`config.mk`:
```
export PLATFORM = sky130hd
export DESIGN_NAME = div_seq
export DESIGN_NICKNAME = d
export VERILOG_FILES = /design/src/rtl/div_seq.sv
export SDC_FILE = /design/constraint.sdc
export NUM_CORES = 1
export LEC_CHECK = 0
export BUFFER_PORTS_ARGS = -buffer_cell sky130_fd_sc_hd__buf_2
export CAP_MARGIN = 20
export CORE_ASPECT_RATIO = 0.6
export CORE_MARGIN = 2
export CORE_UTILIZATION = 60
export DETAILED_ROUTE_END_ITERATION = 8
export HOLD_SLACK_MARGIN = 0.15
export PLACE_DENSITY_LB_ADDON = 0.2
export SLEW_MARGIN = 40
export SYNTH_ARGS = -nofsm -noshare
export SYNTH_HDL_FRONTEND = slang
export SYNTH_SLANG_ARGS = --single-unit
```
`constraint.sdc`:
```
create_clock -name clk -period 2.74 [get_ports clk]
set_input_delay 0.274 -clock clk [delete_from_list [all_inputs] [get_ports clk]]
set_output_delay 0.274 -clock clk [all_outputs]
set_load 0.02 [all_outputs]
```
`src/rtl/div_seq.sv`:
```
// div_seq: iterative unsigned restoring divider, one quotient bit per clock
module div_seq #(
    parameter int NW = 8,
    parameter int DW = 4,
    localparam int CW = $clog2(NW + 1)
) (
    input  logic          clk,
    input  logic          reset,
    input  logic          start,
    input  logic [NW-1:0] numerator,
    input  logic [DW-1:0] denominator,
    output logic          busy,
    output logic          done,
    output logic [NW-1:0] quotient,
    output logic [DW-1:0] remainder,
    output logic          div_by_zero
);
    typedef enum logic [1:0] {IDLE, RUN, FIN} state_t;

    state_t        state, state_n;
    logic [NW-1:0] n, n_n, n_it, q_n;
    logic [DW:0]   d, d_n, r, r_n, rs, r_it;
    logic [CW-1:0] cnt, cnt_n;
    logic [DW-1:0] rem_n;
    logic          z_n, ge, accept;

    assign busy = state == RUN;
    assign done = state == FIN;

    // next state, one restoring step, and result capture on entry to FIN
    always_comb begin
        state_n = state;
        n_n     = n;
        d_n     = d;
        r_n     = r;
        cnt_n   = cnt;
        q_n     = quotient;
        rem_n   = remainder;
        z_n     = div_by_zero;
        rs      = (r << 1) | (DW + 1)'(n[NW-1]);
        ge      = rs >= d;
        r_it    = ge ? rs - d : rs;
        n_it    = {n[NW-2:0], ge};
        accept  = start && state != RUN;
        if (accept) begin
            n_n   = numerator;
            d_n   = {1'b0, denominator};
            r_n   = '0;
            cnt_n = CW'(NW);
            z_n   = 1'b0;
            if (denominator == '0) begin
                state_n = FIN;
                q_n     = '1;
                rem_n   = '0;
                z_n     = 1'b1;
            end else begin
                state_n = RUN;
            end
        end else if (state == RUN) begin
            n_n   = n_it;
            r_n   = r_it;
            cnt_n = cnt - CW'(1);
            if (cnt == CW'(1)) begin
                state_n = FIN;
                q_n     = n_it;
                rem_n   = r_it[DW-1:0];
            end
        end else if (state == FIN) begin
            state_n = IDLE;
        end
    end

    // state and datapath registers, cleared asynchronously
    always_ff @(posedge clk or posedge reset) begin
        if (reset) begin
            state       <= IDLE;
            n           <= '0;
            d           <= '0;
            r           <= '0;
            cnt         <= '0;
            quotient    <= '0;
            remainder   <= '0;
            div_by_zero <= 1'b0;
        end else begin
            state       <= state_n;
            n           <= n_n;
            d           <= d_n;
            r           <= r_n;
            cnt         <= cnt_n;
            quotient    <= q_n;
            remainder   <= rem_n;
            div_by_zero <= z_n;
        end
    end
endmodule

```
==> run metrics <==
Die W=roughly 75 um; clock latency on the worst-skew pair=0.29 ns; total CTS buffers=5; Worst VDD drop=about 0.00077 V; worst hold slack=about 0.23 ns; Ant. Diodes=0; GRT Util Overall=approximately 25%; minimum clock period=~1.9 ns; area leader, netlist=dfrtp_1; Post-Syn Area per Cell=between 10 and 15 um^2; WP data arrival=approximately 2.1 ns; Worst Path Required=around 2.9 ns; pre-CTS setup slack=0.862 ns; I/O Buffers=29; grt total ovfl=0; Tcrit/Tclk final=69.8%; fraction of layout cells with a size suffix above 1=around a quarter; Setup TNS=0 ns; WL final=3840 um; Root Driver=clkbuf_8; crit end category=flip-flop; CP top delay family=simple AND/OR/NAND/NOR gates; HPWL Detailed=between 2000 and 3000 um; skew final=0.00961 ns; Final WS setup=~0.83 ns; Wirelength per Cell=15.0 um; Netlist cell types=35; CTS tree=built; Area Overhead vs Synth=16.0%; CP Max Fanout=17; Layout fillers=207; routed via count=about 1.4k; Hold Path Class=in2reg; clk buf depth=2; Post-synth EDFFs=0; Total Die Area=roughly 3500 um^2; H-tree Lvls=2; max_cap viols=0; Worst-Margin Slew=~0.67 ns; DRC errors left=0; Routed Antenna Nets=0; Rows=15; first-pass GRT wire length=between 6000 and 7000 um; Synth Cell Area=between 1500 and 2000 um^2; RSZ-0062 raised after global routing=no; CP startpoint kind=flip-flop; register bit count reported by yosys=35; Initial DRT Pass Iterations=4; final setup vio count=0; Starting Density=63.4%; share of the core filled with cells=73.6%; Hold Fails Final Rpt=0; top_reg_cell synth=dfrtp_1; Largest stage delay, worst path=0.64 ns; Initial DRC Count=roughly 180; Post-Syn Instances=roughly 180; largest net degree at the start of global routing=36; Synthesized Nets=roughly 210; normalized max-slew margin=roughly 55%; NumNets Final=238; Synth area leaders=dfrtp_1 48%, nand2_1 6.4%, ha_1 6.2%; Fmax achieved=523 MHz; post-route design area=roughly 2100 um^2; CP bufs+invs=2; initial antenna violation count=0; CP max-delay cell=or4_4; status=finished, final reports clean; I/O pin cnt=30; number of setup buffers added after CTS=0; critical path class=reg2reg; share of the yosys chip area belonging to registers=between 40 and 50%; clk sinks=35; Pwr Density=around 1300 nW/um^2; core area=about 2900 um^2; Placed Area=between 1500 and 2000 um^2; Pleak=0.000998 uW; top cell type's share of synthesized area=approximately 48%; YS warnings=0; worst-path cell chain=inv_1, ha_1, inv_2, or4_4, o31ai_1; vias in the first global route=approximately 1.3k; GPL Wtd Cong=around 1.0; fin. max-slew vios=0; Clk pin slew, worst setup/hold paths=0.07 ns; vias per cell=between 5 and 6; die extent in y=roughly 47 um; share of async-settable or async-resettable flops after synthesis=100%
[placed cells by master, fill, tap and decap left out, types with 2 or more instances in the layout]
cell type,n
a211oi_1,2
a21oi_1,10
and3_1,3
buf_2,29
buf_4,2
clkbuf_8,6
dfrtp_1,35
ha_1,9
inv_1,13
inv_2,2
mux2_1,4
mux2i_1,7
nand2_1,31
nand3_1,5
nand3b_1,2
nor2_1,5
nor2b_1,2
nor4_2,2
o21ai_1,13
o21ai_2,7
o31ai_1,6
o32ai_1,3
[layout make-up]
type	instances	area, um^2	area share (%)
Sequential cell	35	876	41.5
Multi-Input combinational cell	124	840	39.8
Timing Repair Buffer	32	170	8.06
Clock buffer	6	82.6	3.91
Inverter	15	56.3	2.67
Tap cell	42	52.6	2.49
Clock inverter	2	35.0	1.66
[report_power, final]
part / switching, uW / internal [uW] / total, uW
Clock: 181 / 294 / 475
Sequential: 188 / 749 / 937
Combinational: 758 / 485 / 1240
[through the flow]
step           cells  total power, uW
2_1_floorplan    182             1820
3_3_place_gp     247             2080
3_5_place_dp     247             2170
4_1_cts          256             2660
5_1_grt          256             2850
6_report         256             2660
[final timing paths]
path	from	to	slack, ns	depth (start not counted)
max in group asynchronous	reset	r[1]$_DFFE_PP0P_	1.80	4
min reg2reg	div_by_zero$_DFFE_PP0P_	div_by_zero$_DFFE_PP0P_	0.48	2
max reg2reg	state[1]$_DFFE_PP0P_	remainder[1]$_DFFE_PP0P_	0.83	5
max	state[1]$_DFFE_PP0P_	remainder[1]$_DFFE_PP0P_	0.83	5
min	denominator[1]	d[1]$_DFFE_PP0P_	0.23	2
min in group asynchronous	reset	quotient[3]$_DFFE_PP0P_	0.62	4
[kinds of logic (layout without fill, tap and decap cells)]
family                   Yosys count  in the layout  synth area share, %
flip-flops                        35             35                 48.1
buffers and inverters             23             55                 5.77
XOR/XNOR                           1              1                0.481
AND/OR/NAND/NOR                   56             56                 15.3
multiplexers                      11             11                 6.32
adder cells (fa/ha/maj)           10             10                 7.29
AO/OA/AOI/OAI                     46             46                 16.7
[cell usage after synthesis, types with 2 or more instances]
cell and number:
a211oi_1 2, o31ai_1 6, o21ai_2 7, and3_1 3
nor2b_1 2, o21ai_1 13, clkbuf_1 3, o32ai_1 3
dfrtp_1 35, buf_2 3, ha_1 9, nand3_1 5
a21oi_1 10, nor2_1 5, inv_1 13, buf_6 2
nand3b_1 2, inv_2 2, mux2_1 4, mux2i_1 7
nand2_1 31, nor4_2 2
[routing by layer]
metal | share of wire [%] | routed length (um) | track usage (%) | vias up
li1 | - | - | - | 694
met1 | 48 | 1850 | 35.4 | 686
met2 | 44 | 1670 | 36.8 | 50
met3 | 6.0 | 229 | 6.56 | 11
met4 | 2.1 | 80 | 10.7 | 0
met5 | 0 | 0 | 0 | -
[timing repair]
| action | 4_1_cts | 5_1_grt |
|---|---|---|
| hold buffers | 1 | 0 |
| endpoints found under the hold margin | 35 | 0 |
| gates resized for setup | 0 | 0 |
[registers in the layout, summed over array words and instances (netlist names)]
register / cells
div_by_zero: 1
r: 4
quotient: 8
n: 8
remainder: 4
d: 4
cnt: 4
state: 2
Note: power is estimated with default switching activity, not from simulation.
